$ cat config.mk
export PLATFORM = sky130hd
export DESIGN_NAME = mc_sequencer
export DESIGN_NICKNAME = d
export VERILOG_FILES = /design/src/rtl/scp_defs.sv /design/src/rtl/mc_op_decode.sv /design/src/rtl/mc_sequencer.sv
export SDC_FILE = /design/constraint.sdc
export NUM_CORES = 1
export LEC_CHECK = 0
export BUFFER_PORTS_ARGS = -buffer_cell sky130_fd_sc_hd__buf_2
export CORE_MARGIN = 10
export CORE_UTILIZATION = 56
export DETAILED_ROUTE_END_ITERATION = 12
export PLACE_DENSITY = 0.86
export SLEW_MARGIN = 20
export SYNTH_ARGS = -nofsm -noshare
export SYNTH_HDL_FRONTEND = slang
export SYNTH_SLANG_ARGS = --single-unit
$ cat constraint.sdc
create_clock -name clk -period 4.05 [get_ports clk]
set_input_delay 0.6075 -clock clk [delete_from_list [all_inputs] [get_ports clk]]
set_output_delay 0.6075 -clock clk [all_outputs]
set_load 0.05 [all_outputs]
$ cat src/rtl/scp_defs.sv
// Shared definitions for the multi-cycle sequencer.
// Holds the FSM state encoding, opcode constants, datapath mux/ALU encodings
// and the one-hot opcode class produced by mc_op_decode.
package scp_defs;

  typedef enum logic [3:0] {
    StIdle,
    StFetch,
    StDecode,
    StMemAddr,
    StMemRd,
    StMemWb,
    StMemWr,
    StExecR,
    StRWb,
    StAddiWb,
    StBranch,
    StJump
  } state_e;

  localparam logic [5:0] OpR    = 6'b000000;
  localparam logic [5:0] OpLw   = 6'b100011;
  localparam logic [5:0] OpSw   = 6'b101011;
  localparam logic [5:0] OpBeq  = 6'b000100;
  localparam logic [5:0] OpJ    = 6'b000010;
  localparam logic [5:0] OpAddi = 6'b001000;

  localparam logic [1:0] AluAdd   = 2'd0;
  localparam logic [1:0] AluSub   = 2'd1;
  localparam logic [1:0] AluFunct = 2'd2;

  localparam logic [1:0] SrcBRt    = 2'd0;
  localparam logic [1:0] SrcBFour  = 2'd1;
  localparam logic [1:0] SrcBImm   = 2'd2;
  localparam logic [1:0] SrcBImmSh = 2'd3;

  localparam logic [1:0] PcAlu    = 2'd0;
  localparam logic [1:0] PcAluOut = 2'd1;
  localparam logic [1:0] PcJump   = 2'd2;

  // Exactly one field is set for any opcode.
  typedef struct packed {
    logic r;
    logic lw;
    logic sw;
    logic beq;
    logic j;
    logic addi;
    logic illegal;
  } op_class_t;

endpackage

$ cat src/rtl/mc_op_decode.sv
// Combinational opcode classifier.
// Ports:
//   opcode   in  6  IR[31:26]
//   op_class out    one-hot instruction class {r, lw, sw, beq, j, addi, illegal}
module mc_op_decode
  import scp_defs::*;
(
  input  logic [5:0] opcode,
  output op_class_t  op_class
);

  always_comb begin
    op_class = '0;
    case (opcode)
      OpR:     op_class.r       = 1'b1;
      OpLw:    op_class.lw      = 1'b1;
      OpSw:    op_class.sw      = 1'b1;
      OpBeq:   op_class.beq     = 1'b1;
      OpJ:     op_class.j       = 1'b1;
      OpAddi:  op_class.addi    = 1'b1;
      default: op_class.illegal = 1'b1;
    endcase
  end

endmodule

$ cat src/rtl/mc_sequencer.sv
// Multi-cycle control FSM for the 32-bit datapath with a shared memory port.
// Ports:
//   clk, rst                 clock (rising edge), async active-low reset
//   en                       start/continue, sampled in IDLE and when retiring
//   opcode, funct, zero      IR fields and ALU zero flag (funct/zero consumed downstream)
//   mem_ready                memory access completes this cycle
//   pc_write..alu_op         datapath enables, mux selects and ALU control (Moore on state)
//   illegal_op               one-cycle pulse in DECODE on an unknown opcode
//   mem_timeout              sticky, set when a memory state waits WAIT_MAX cycles
//   retired                  count of completed instructions (wraps)
//   busy                     state != IDLE
module mc_sequencer
  import scp_defs::*;
#(
  parameter int unsigned CNT_W    = 32,
  parameter int unsigned WAIT_MAX = 15
) (
  input  logic             clk,
  input  logic             rst,
  input  logic             en,
  input  logic [5:0]       opcode,
  input  logic [5:0]       funct,
  input  logic             zero,
  input  logic             mem_ready,
  output logic             pc_write,
  output logic             pc_write_cond,
  output logic [1:0]       pc_src,
  output logic             i_or_d,
  output logic             mem_read,
  output logic             mem_write,
  output logic             ir_write,
  output logic             mem_to_reg,
  output logic             reg_dst,
  output logic             reg_write,
  output logic             alu_src_a,
  output logic [1:0]       alu_src_b,
  output logic [1:0]       alu_op,
  output logic             illegal_op,
  output logic             mem_timeout,
  output logic [CNT_W-1:0] retired,
  output logic             busy
);

  // Wait counter only has to hold WAIT_MAX-1 before the timeout fires.
  localparam int unsigned WaitW = (WAIT_MAX > 1) ? $clog2(WAIT_MAX) : 1;

  state_e             state_q, state_d;
  logic [WaitW-1:0]   wait_q, wait_d;
  logic [CNT_W-1:0]   retired_q;
  logic               timeout_q;
  logic               retire, timeout_set, wait_hit;
  op_class_t          op_class;

  // funct drives ALU control and zero gates PC loads outside this block.
  logic unused_inputs;
  assign unused_inputs = ^{funct, zero};

  mc_op_decode u_op_decode (
    .opcode   (opcode),
    .op_class (op_class)
  );

  // This not-ready cycle is the WAIT_MAX-th; mem_ready in the same cycle still wins.
  assign wait_hit = (WAIT_MAX != 0) && ((32'(wait_q) + 32'd1) == 32'(WAIT_MAX));

  always_comb begin
    state_d       = state_q;
    wait_d        = '0;
    retire        = 1'b0;
    timeout_set   = 1'b0;
    pc_write      = 1'b0;
    pc_write_cond = 1'b0;
    pc_src        = PcAlu;
    i_or_d        = 1'b0;
    mem_read      = 1'b0;
    mem_write     = 1'b0;
    ir_write      = 1'b0;
    mem_to_reg    = 1'b0;
    reg_dst       = 1'b0;
    reg_write     = 1'b0;
    alu_src_a     = 1'b0;
    alu_src_b     = SrcBRt;
    alu_op        = AluAdd;
    illegal_op    = 1'b0;

    if ((state_q == StFetch || state_q == StMemRd || state_q == StMemWr) &&
        !mem_ready && !wait_hit && (WAIT_MAX != 0)) begin
      wait_d = wait_q + WaitW'(1);
    end

    unique case (state_q)
      StIdle: begin
        if (en) state_d = StFetch;
      end
      StFetch: begin
        mem_read  = 1'b1;
        alu_src_b = SrcBFour;
        ir_write  = mem_ready;
        pc_write  = mem_ready;
        if (mem_ready) begin
          state_d = StDecode;
        end else if (wait_hit) begin
          state_d     = StIdle;
          timeout_set = 1'b1;
        end
      end
      StDecode: begin
        alu_src_b = SrcBImmSh;
        if (op_class.lw || op_class.sw || op_class.addi) state_d = StMemAddr;
        else if (op_class.r)                             state_d = StExecR;
        else if (op_class.beq)                           state_d = StBranch;
        else if (op_class.j)                             state_d = StJump;
        else begin
          illegal_op = 1'b1;
          state_d    = StFetch;
        end
      end
      StMemAddr: begin
        alu_src_a = 1'b1;
        alu_src_b = SrcBImm;
        if (op_class.lw)        state_d = StMemRd;
        else if (op_class.sw)   state_d = StMemWr;
        else if (op_class.addi) state_d = StAddiWb;
        else                    state_d = StIdle;
      end
      StMemRd: begin
        mem_read = 1'b1;
        i_or_d   = 1'b1;
        if (mem_ready) begin
          state_d = StMemWb;
        end else if (wait_hit) begin
          state_d     = StIdle;
          timeout_set = 1'b1;
        end
      end
      StMemWb: begin
        reg_write  = 1'b1;
        mem_to_reg = 1'b1;
        retire     = 1'b1;
      end
      StMemWr: begin
        mem_write = 1'b1;
        i_or_d    = 1'b1;
        if (mem_ready) begin
          retire = 1'b1;
        end else if (wait_hit) begin
          state_d     = StIdle;
          timeout_set = 1'b1;
        end
      end
      StExecR: begin
        alu_src_a = 1'b1;
        alu_op    = AluFunct;
        state_d   = StRWb;
      end
      StRWb: begin
        reg_write = 1'b1;
        reg_dst   = 1'b1;
        retire    = 1'b1;
      end
      StAddiWb: begin
        reg_write = 1'b1;
        retire    = 1'b1;
      end
      StBranch: begin
        alu_src_a     = 1'b1;
        alu_op        = AluSub;
        pc_write_cond = 1'b1;
        pc_src        = PcAluOut;
        retire        = 1'b1;
      end
      StJump: begin
        pc_write = 1'b1;
        pc_src   = PcJump;
        retire   = 1'b1;
      end
      default: state_d = StIdle;
    endcase

    if (retire) state_d = en ? StFetch : StIdle;
  end

  always_ff @(posedge clk or negedge rst) begin
    if (!rst) begin
      state_q   <= StIdle;
      wait_q    <= '0;
      retired_q <= '0;
      timeout_q <= 1'b0;
    end else begin
      state_q <= state_d;
      wait_q  <= wait_d;
      if (retire)      retired_q <= retired_q + CNT_W'(1);
      if (timeout_set) timeout_q <= 1'b1;
    end
  end

  assign retired     = retired_q;
  assign mem_timeout = timeout_q;
  assign busy        = (state_q != StIdle);

endmodule

==> run_results.csv, run 1 <==
group,metric,value,unit
status,outcome,"finished clean",
pwr,p_comb_share,35.9,%
clock_network,cts.clk_slew.worst_paths,0.08,ns
floorplanning,chipWidth,86.0,um
timing,worstMarginPinSlew,0.891,ns
critical_path,critPathKind,"reg -> out",
timing,post-route-period-util,63.0,%
detailed_routing,via_per_inst,5.82,
synth,syn_area,2440,um2
global_route,grt_pass1_wl,9520,um
clock_network,ctsHoldBuffers,0,
critical_path,crit_chain,"or4b_1 -> nor2_1 -> buf_2",
cells_and_area,nets,312,
floorplanning,io_pins,68,
clock_network,cts_sinks,41,
detailed_routing,routed_wl,5650,um
critical_path,setup.worst_path.start_class,"flop",
clock_network,root_buffer,"clkbuf_8",
critical_path,worstRegToRegCells,4,
floorplanning,initial_core_util,59.3,%
timing,slew_viol_final,0,
timing,clock.fmax,392,MHz
synth,synthArstFlopShare,100,%
critical_path,path_buf_inv,1,
cells_and_area,n_fill_cell,322,
pwr,finalPower,1.23,mW
detailed_routing,dr_total_vias,1991,
clock_network,cts_resized,0,
floorplanning,core_region_area,4120,um2
pwr,p_int,0.702,mW
worst_hold_path,hp-class,"in -> async",
pwr,swShare,43.1,%
detailed_routing,wl_per_cell,16.5,um
global_route,grt_overflow_total,0,
critical_path,crit_family,"flip-flops",
floorplanning,rows,23,
timing,finalSetupViolCount,0,
critical_path,r2r_slack,1.93,ns
global_route,antenna_found_initial,0,
pwr,powerDensity,439,nW/um2
cells_and_area,antennaDiodeCount,0,
global_route,grt_max_degree,42,
synth,synth_cell_types,52,
timing,grt_setup_unrepaired,"false",
pwr,power_frac_seq,41.7,%
floorplanning,die_area,7400,um2
global_route,track_usage,15.4,%
synth,yosysSeqAreaShare,42.0,%
timing,skew,0.0127,ns
timing,setup_tns,0,ns
cells_and_area,layout-drive-gt1-share,31.5,%
clock_network,cts_tree,"yes",
timing,min_period,2.55,ns
detailed_routing,ant_nets,0,
detailed_routing,drc_errors,0,
synth,syn_nets,258,
place,routabilityCongestion,0.874,
critical_path,cp_max_fo,18,
synth,synth_edf_count,0,
critical_path,cpPeakStageDelay,0.70,ns
critical_path,crit_path_end_kind,"output port",
pwr,max-vdd-ir-drop,0.000381,V
cells_and_area,syn_to_final_growth,15.2,%
place,io_buffers,60,
timing,maxSlewHeadroom,40.6,%
global_route,first_global_vias,1986,
pwr,power.share.clock,22.4,%
synth,synth_cells,238,
detailed_routing,first_iter_violations,117,
critical_path,rr_startpoint,"state_q[1]$_DFFE_PN0P_",
pwr,p_leak,1.18,nW
clock_network,clock_path_buffers,2,
timing,hold_viol_final,0,
clock_network,post_cts_buffers,0,
clock_network,cts_buffers,5,
clock_network,cts_htree_levels,2,
critical_path,arrival,1.94,ns
pwr,p_switching,0.532,mW
synth,avgSynthCellArea,10.3,um2
critical_path,cp_slowest_cell,"dfrtp_1",
detailed_routing,first_pass_iters,4,
synth,ys.flop_type,"dfrtp_1",
place,dpl.hpwl,4080,um
synth,synth_seq_cells,41,
synth,yosysWarningCount,0,
job,maxCapViolations,0,
clock_network,clock_latency,0.30,ns
floorplanning,dieHeight,86.0,um
critical_path,cp_data_required_time,3.44,ns
critical_path,r2r-end,"retired[9]$_DFFE_PN0P_",
## layout make-up
type / count / area, um2 / area share, %
Multi-Input combinational cell: 179 / 1310 / 46.7
Sequential cell: 41 / 1030 / 36.5
Timing Repair Buffer: 60 / 300 / 10.7
Clock buffer: 6 / 82.6 / 2.94
Tap cell: 50 / 62.6 / 2.23
Inverter: 5 / 18.8 / 0.668
Clock inverter: 1 / 7.51 / 0.267
## stage by stage
stage | util, % | hold WS, ns | setup WS, ns | cells | area (um2)
final | 68.3 | 0.423 | 1.50 | 342 | 2810
after global routing | 68.3 | 0.477 | 1.39 | 342 | 2810
after CTS | 68.3 | 0.459 | 1.51 | 342 | 2810
after detailed placement | 66.1 | 0.447 | 1.75 | 335 | 2720
after global placement | 66.1 | 0.437 | 1.78 | 335 | 2720
after floorplan | - | 0.312 | 1.03 | 238 | 2440
## how the worst max path moves through the flow
stage | start | endpoint | cells after the start
final | state_q[1]$_DFFE_PN0P_ | illegal_op | 3
after global routing | state_q[1]$_DFFE_PN0P_ | illegal_op | 3
after CTS | state_q[1]$_DFFE_PN0P_ | illegal_op | 3
after detailed placement | opcode[2] | illegal_op | 6
after global placement | opcode[2] | illegal_op | 6
after floorplan | state_q[2]$_DFFE_PN0P_ | pc_write | 4
## cells in the final DEF (no fill, tap or decap), drive strengths merged, types with 2 or more instances in the layout
cell type	Yosys	layout
nor3b	4	4
nor4b	6	6
a21oi	4	4
ha	3	3
clkbuf	5	6
or3	3	3
dfrtp	41	41
or2	2	2
nor4	11	11
and4	5	5
and3	3	3
nand3	12	12
nor2	20	20
buf	8	60
nor3	15	15
nand2	16	16
a31oi	3	3
xor2	31	31
xnor2	4	4
nand4b	2	2
inv	5	5
nand4	4	4
or3b	2	2
nand2b	7	7
## Yosys cell counts, types with 2 or more instances
cell / count / area, um2
dfrtp_1: 41 / 1030
xor2_1: 31 / 272
nor2_1: 20 / 75.1
nand2_1: 16 / 60.1
nor3_1: 15 / 75.1
nand3_1: 12 / 60.1
nor4_2: 9 / 113
and4_1: 5 / 43.8
clkbuf_1: 5 / 18.8
inv_1: 5 / 18.8
nand2b_1: 5 / 31.3
a21oi_1: 4 / 20.0
nor3b_1: 4 / 30.0
nor4b_2: 4 / 60.1
xnor2_1: 4 / 35.0
a31oi_1: 3 / 18.8
and3_1: 3 / 18.8
buf_2: 3 / 15.0
buf_6: 3 / 33.8
ha_1: 3 / 37.5
nand4_2: 3 / 37.5
or3_1: 3 / 18.8
buf_4: 2 / 15.0
nand2b_4: 2 / 27.5
nand4b_1: 2 / 17.5
nor4_1: 2 / 12.5
nor4b_1: 2 / 17.5
or2_2: 2 / 12.5
or3b_2: 2 / 17.5
## power by group through the flow
stage	registers, mW	clock network, mW	logic [mW]
global route	0.524	0.297	0.478
finish	0.515	0.276	0.443
detailed placement	0.521	0	0.445
global placement	0.518	0	0.437
CTS	0.513	0.282	0.447
floorplan	0.535	0	0.325
## sequential cells by signal, indices dropped and copies added (netlist names)
name         flops
state_q          4
mem_timeout      1
retired         32
wait_q           4
## per-layer routing
metal  global-route usage (%)  share of wire, %  up-vias
met5                        0                 0        -
met3                     5.68               7.6       11
li1                         -                 -      959
met2                     24.7                48       57
met1                     18.3                43      964
met4                     5.54               1.3        0
## logic make-up (layout without fill, tap and decap cells)
kind of cell    count (synthesis)  count (layout)  share of synthesized area, %
fa+ha+maj                       4               4                          1.95
flops                          41              41                          42.0
xor+xnor                       35              35                          12.6
buf+inv                        18              72                          4.15
compound gates                 21              21                          6.72
simple gates                  118             118                          32.1
mux                             1               1                         0.461
(Power assumes the default switching activity.)
==> run 2: changes to the inputs <==
--- a/config.mk
+++ b/config.mk
@@ -5,11 +5,12 @@
 export SDC_FILE = /design/constraint.sdc
 export NUM_CORES = 1
 export LEC_CHECK = 0
+export ABC_AREA = 1
 export BUFFER_PORTS_ARGS = -buffer_cell sky130_fd_sc_hd__buf_2
 export CORE_MARGIN = 10
-export CORE_UTILIZATION = 56
+export CORE_UTILIZATION = 54
 export DETAILED_ROUTE_END_ITERATION = 12
-export PLACE_DENSITY = 0.86
+export PLACE_DENSITY = 0.81
 export SLEW_MARGIN = 20
 export SYNTH_ARGS = -nofsm -noshare
 export SYNTH_HDL_FRONTEND = slang
==> constraint.sdc (replaced) <==
create_clock -name clk -period 2.35 [get_ports clk]
set_input_delay 0.3525 -clock clk [delete_from_list [all_inputs] [get_ports clk]]
set_output_delay 0.3525 -clock clk [all_outputs]
set_load 0.05 [all_outputs]
==> run_results.csv, run 2 <==
group,metric,value,unit
status,outcome,"finished clean",
timing,finalSetupViolCount,0,
clock_network,post_cts_buffers,0,
clock_network,clock_path_buffers,2,
place,routabilityCongestion,0.951,
place,dp.cells,580,
synth,synth_seq_cells,41,
cells_and_area,antennaDiodeCount,0,
critical_path,crit_chain,"nor2_1 -> inv_1 -> nor2_2 -> inv_1 -> nor2_1 -> buf_2",
global_route,antenna_found_initial,0,
floorplanning,io_pins,68,
cells_and_area,largest_reg_flops,32,
detailed_routing,wl_per_cell,12.5,um
floorplanning,die_area,8690,um2
pwr,max-vdd-ir-drop,0.000639,V
synth,syn_nets,475,
critical_path,r2r_slack,0.59,ns
synth,synth_edf_count,0,
critical_path,setup.worst_path.start_class,"flop",
detailed_routing,dr_total_vias,2932,
critical_path,critPathKind,"reg -> out",
critical_path,crit_path_end_kind,"output port",
cells_and_area,layout-drive-gt1-share,18.5,%
place,dpl.hpwl,5850,um
critical_path,cp_max_fo,5,
critical_path,worstRegToRegCells,10,
critical_path,crit_family,"simple AND/OR/NAND/NOR gates",
floorplanning,rows,26,
place,placed_area,3240,um2
timing,hold_viol_final,0,
clock_network,cts_tree,"yes",
synth,synth_cells,455,
floorplanning,chipWidth,93.2,um
job,maxCapViolations,0,
clock_network,root_buffer,"clkbuf_8",
cells_and_area,final_common_cell,"nand2_1",
pwr,p_leak,1.80,nW
synth,synth_cell_types,28,
synth,yosysWarningCount,0,
synth,yosys.area.top_type,"dfrtp_1",
synth,netlist_top_cells_count,"nand2_1, nor2_1, dfrtp_1, inv_1, nand3b_1",
critical_path,r2r-end,"retired[30]$_DFFE_PN0P_",
critical_path,cp_data_required_time,2.00,ns
critical_path,cpPeakStageDelay,0.44,ns
timing,slew_viol_final,0,
detailed_routing,drc_errors,0,
timing,clock.fmax,465,MHz
synth,yosysSeqAreaShare,35.5,%
synth,synthTopCellsByArea,"dfrtp_1, nand2_1, nor2_1, inv_1, nand3b_1",
clock_network,cts.clk_slew.worst_paths,0.08,ns
timing,grt_setup_unrepaired,"false",
synth,syn_area,2890,um2
clock_network,clock_latency,0.29,ns
detailed_routing,via_per_inst,4.99,
critical_path,path_buf_inv,3,
synth,ys.flop_type,"dfrtp_1",
place,io_buffers,60,
floorplanning,initial_core_util,56.3,%
timing,min_period,2.15,ns
clock_network,ctsHoldBuffers,0,
synth,yosysMostFrequentCell,"nand2_1",
detailed_routing,first_iter_violations,184,
pwr,powerDensity,639,nW/um2
timing,skew,0.00328,ns
critical_path,rr_startpoint,"retired[0]$_DFFE_PN0P_",
synth,avgSynthCellArea,6.36,um2
cells_and_area,finalInstanceArea,3350,um2
worst_hold_path,hp-class,"in -> async",
floorplanning,core_region_area,5140,um2
global_route,grt_pass1_wl,12500,um
clock_network,cts_htree_levels,2,
global_route,grt_max_degree,42,
synth,synth_top_area_share,35.5,%
global_route,first_global_vias,2806,
detailed_routing,first_pass_iters,4,
timing,maxSlewHeadroom,38.8,%
timing,worstMarginPinSlew,0.919,ns
cells_and_area,nets,537,
critical_path,arrival,1.80,ns
detailed_routing,ant_nets,0,
floorplanning,dieHeight,93.2,um
synth,synthArstFlopShare,100,%
timing,post-route-period-util,91.6,%
clock_network,cts_buffers,5,
critical_path,crit_path_start,"state_q[3]$_DFFE_PN0P_",
detailed_routing,routed_wl,7340,um
critical_path,cp_slowest_cell,"dfrtp_1",
cells_and_area,final_cell_mix,"nand2_1, nor2_1, buf_2",
cells_and_area,final_cells,588,
global_route,track_usage,17.1,%
global_route,grt_overflow_total,0,
clock_network,cts_sinks,41,
timing,setup_tns,0,ns
cells_and_area,syn_to_final_growth,15.7,%
run 2: cell families after synthesis:
group	after synthesis	synth area share, %
AO/OA/AOI/OAI	19	4.15
XOR/XNOR	10	3.03
adder cells (fa/ha/maj)	3	1.30
buffers and inverters	50	7.39
flip-flops	41	35.5
AND/OR/NAND/NOR	332	48.7
run 2: report_power, final:
group	internal [mW]	switching [mW]
registers	0.755	0.0817
logic	0.180	0.615
clock network	0.266	0.242
total	1.20	0.939
run 2: what timing repair did:
action / CTS / global route
endpoints found under the setup margin: 0 / 1
hold endpoints to repair: 0 / 0
gates resized for setup: 0 / 1
run 2: worst max-delay path by stage:
stage,to,slack [ns],cells past startpoint
2_1_floorplan,reg_write,0.18,5
3_3_place_gp,illegal_op,0.51,6
3_5_place_dp,illegal_op,0.47,6
4_1_cts,illegal_op,0.14,6
5_1_grt,illegal_op,0.07,6
6_report,illegal_op,0.20,6
run 2: stage by stage:
stage	hold WS, ns	setup WS [ns]	utilization, %	total power [mW]
2_1_floorplan	0.0569	0.177	-	1.45
3_3_place_gp	0.437	0.513	63.1	1.63
3_5_place_dp	0.439	0.469	63.1	1.65
4_1_cts	0.229	0.140	65.1	2.16
5_1_grt	0.255	0.0719	65.1	2.26
6_report	0.194	0.198	65.1	2.14
run 2: layout make-up:
| class | count | area [um2] |
|---|---|---|
| Sequential cell | 41 | 1030 |
| Inverter | 43 | 161 |
| Clock buffer | 7 | 96.3 |
| Multi-Input combinational cell | 364 | 1660 |
| Fill cell | 494 | 1790 |
| Clock inverter | 1 | 5.00 |
| Tap cell | 70 | 87.6 |
| Timing Repair Buffer | 62 | 315 |
run 2: layer usage:
metal | vias up | GRT usage [%] | routed length [um]
met4 | 0 | 4.63 | 74
met5 | - | 0 | 0
li1 | 1519 | - | -
met3 | 6 | 5.12 | 594
met2 | 97 | 29.0 | 3440
met1 | 1310 | 20.6 | 3230
==> run 3: changes to the inputs <==
--- a/config.mk
+++ b/config.mk
@@ -5,10 +5,9 @@
 export SDC_FILE = /design/constraint.sdc
 export NUM_CORES = 1
 export LEC_CHECK = 0
-export ABC_AREA = 1
 export BUFFER_PORTS_ARGS = -buffer_cell sky130_fd_sc_hd__buf_2
 export CORE_MARGIN = 10
-export CORE_UTILIZATION = 54
+export CORE_UTILIZATION = 52
 export DETAILED_ROUTE_END_ITERATION = 12
 export PLACE_DENSITY = 0.81
 export SLEW_MARGIN = 20
==> run_results.csv, run 3 (synthesis gave the netlist of run 1 again) <==
group,metric,value,unit
status,outcome,"finished clean",
timing,skew,0.00930,ns
timing,slew_viol_final,0,
global_route,grt_pass1_wl,9460,um
floorplanning,io_pins,68,
clock_network,ctsHoldBuffers,0,
pwr,powerDensity,791,nW/um2
timing,min_period,2.13,ns
detailed_routing,wl_per_cell,16.3,um
timing,clock.fmax,469,MHz
timing,setup_tns,0,ns
global_route,grt_max_degree,42,
critical_path,setup.worst_path.start_class,"flop",
floorplanning,core_region_area,4440,um2
cells_and_area,layout-drive-gt1-share,32.5,%
floorplanning,initial_core_util,54.9,%
global_route,use_met1,17.4,%
pwr,finalPower,2.26,mW
clock_network,cts_buffers,5,
cells_and_area,nets,314,
clock_network,cts_sinks,41,
critical_path,cp_max_fo,11,
floorplanning,chipWidth,88.5,um
detailed_routing,dr_total_vias,1977,
global_route,grt_overflow_total,0,
cells_and_area,final_cell_mix,"buf_2, dfrtp_1, xor2_1",
global_route,antenna_found_initial,0,
critical_path,cp_data_required_time,2.00,ns
cells_and_area,fin_util,64.4,%
global_route,track_usage,14.8,%
detailed_routing,ant_nets,0,
detailed_routing,drc_errors,0,
worst_hold_path,hp-class,"in -> async",
floorplanning,die_area,7830,um2
floorplanning,dieHeight,88.5,um
global_route,grt_util_met3,4.60,%
place,routabilityCongestion,0.908,
critical_path,critPathKind,"reg -> out",
detailed_routing,first_iter_violations,127,
critical_path,crit_path_end_kind,"output port",
critical_path,endpoint,"illegal_op",
global_route,first_global_vias,2046,
critical_path,r2r-end,"retired[9]$_DFFE_PN0P_",
timing,maxSlewHeadroom,40.8,%
cells_and_area,syn_to_final_growth,17.2,%
detailed_routing,via_per_inst,5.70,
pwr,p_leak,1.21,nW
timing,worstMarginPinSlew,0.888,ns
job,maxCapViolations,0,
clock_network,cts_htree_levels,2,
critical_path,rr_startpoint,"state_q[0]$_DFFE_PN0P_",
critical_path,arrival,1.78,ns
clock_network,cts_tree,"yes",
clock_network,clock_path_buffers,2,
timing,grt_setup_unrepaired,"false",
cells_and_area,n_fill_cell,379,
detailed_routing,routed_wl,5660,um
global_route,top_usage_layer,"met2",
timing,hold_viol_final,0,
pwr,max-vdd-ir-drop,0.000702,V
global_route,use_met2,24.9,%
clock_network,cts.clk_slew.worst_paths,0.08,ns
timing,post-route-period-util,90.7,%
critical_path,r2r_slack,0.40,ns
critical_path,crit_path_start,"state_q[0]$_DFFE_PN0P_",
timing,setup_slack,0.218,ns
place,dpl.hpwl,4140,um
cells_and_area,antennaDiodeCount,0,
detailed_routing,first_pass_iters,4,
clock_network,root_buffer,"clkbuf_8",
place,place_worst_setup_slack,0.337,ns
floorplanning,rows,24,
critical_path,worstRegToRegCells,4,
cells_and_area,final_common_cell,"buf_2",
clock_network,clock_latency,0.29,ns
timing,finalSetupViolCount,0,
place,io_buffers,60,
cells_and_area,largest_reg_flops,32,
## run 3: cell count changes in the layout (fill, tap and decap cells not counted), moves of 13 or more
cell | before | now
xor2_1 | 7 | 31
nand2_1 | 192 | 16
nor2_1 | 88 | 20
nor3_1 | 1 | 14
nand3b_1 | 15 | 1
inv_1 | 37 | 5
## run 3: metrics by stage
stage               std cells  hold WS, ns  area (um2)
floorplan                 238       0.0569        2450
global placement          339        0.438        2740
detailed placement        339        0.443        2740
CTS                       347        0.212        2860
global route              347        0.245        2860
finish                    347        0.178        2860
## run 3: worst max-delay path, cell delays in order (launching register included)
cell and delay (ns):
dfrtp_1 0.49, or4b_1 0.62, nor2_1 0.12, buf_2 0.26
## run 3: area by class of cell
| cell class | instances | area, um2 | share of cell area (%) |
|---|---|---|---|
| clock buffers | 7 | 86.3 | 3.02 |
| clock inverters | 1 | 30.0 | 1.05 |
| repair buffers | 62 | 315 | 11.0 |
| inverters | 5 | 18.8 | 0.656 |
| well taps | 52 | 65.1 | 2.27 |
| multi-input cells | 179 | 1320 | 46.1 |
| flip-flops and latches | 41 | 1030 | 35.9 |
## run 3: layer usage
layer | vias to the layer above | part of all wire (%)
li1 | 962 | -
met1 | 940 | 44
met5 | - | 0
met2 | 64 | 47
met4 | 0 | 1.8
met3 | 11 | 7.3
## run 3: timing repair
item / 4_1_cts / 5_1_grt
endpoints found under the setup margin: 0 / 1
setup buffers: 0 / 0
resized for setup: 0 / 1
## run 3: power by group
group	internal, mW	total [mW]	switching (mW)
clock	0.346	0.584	0.237
combinational	0.241	0.822	0.582
sequential	0.758	0.857	0.0988
total	1.35	2.26	0.918
## run 3: worst min path at each step
stage | startpoint | endpoint
after CTS | rst | retired[20]$_DFFE_PN0P_
after detailed placement | mem_timeout$_DFFE_PN0P_ | mem_timeout$_DFFE_PN0P_
after floorplan | rst | mem_timeout$_DFFE_PN0P_
after global routing | rst | retired[20]$_DFFE_PN0P_
after global placement | mem_timeout$_DFFE_PN0P_ | mem_timeout$_DFFE_PN0P_
final | rst | retired[16]$_DFFE_PN0P_
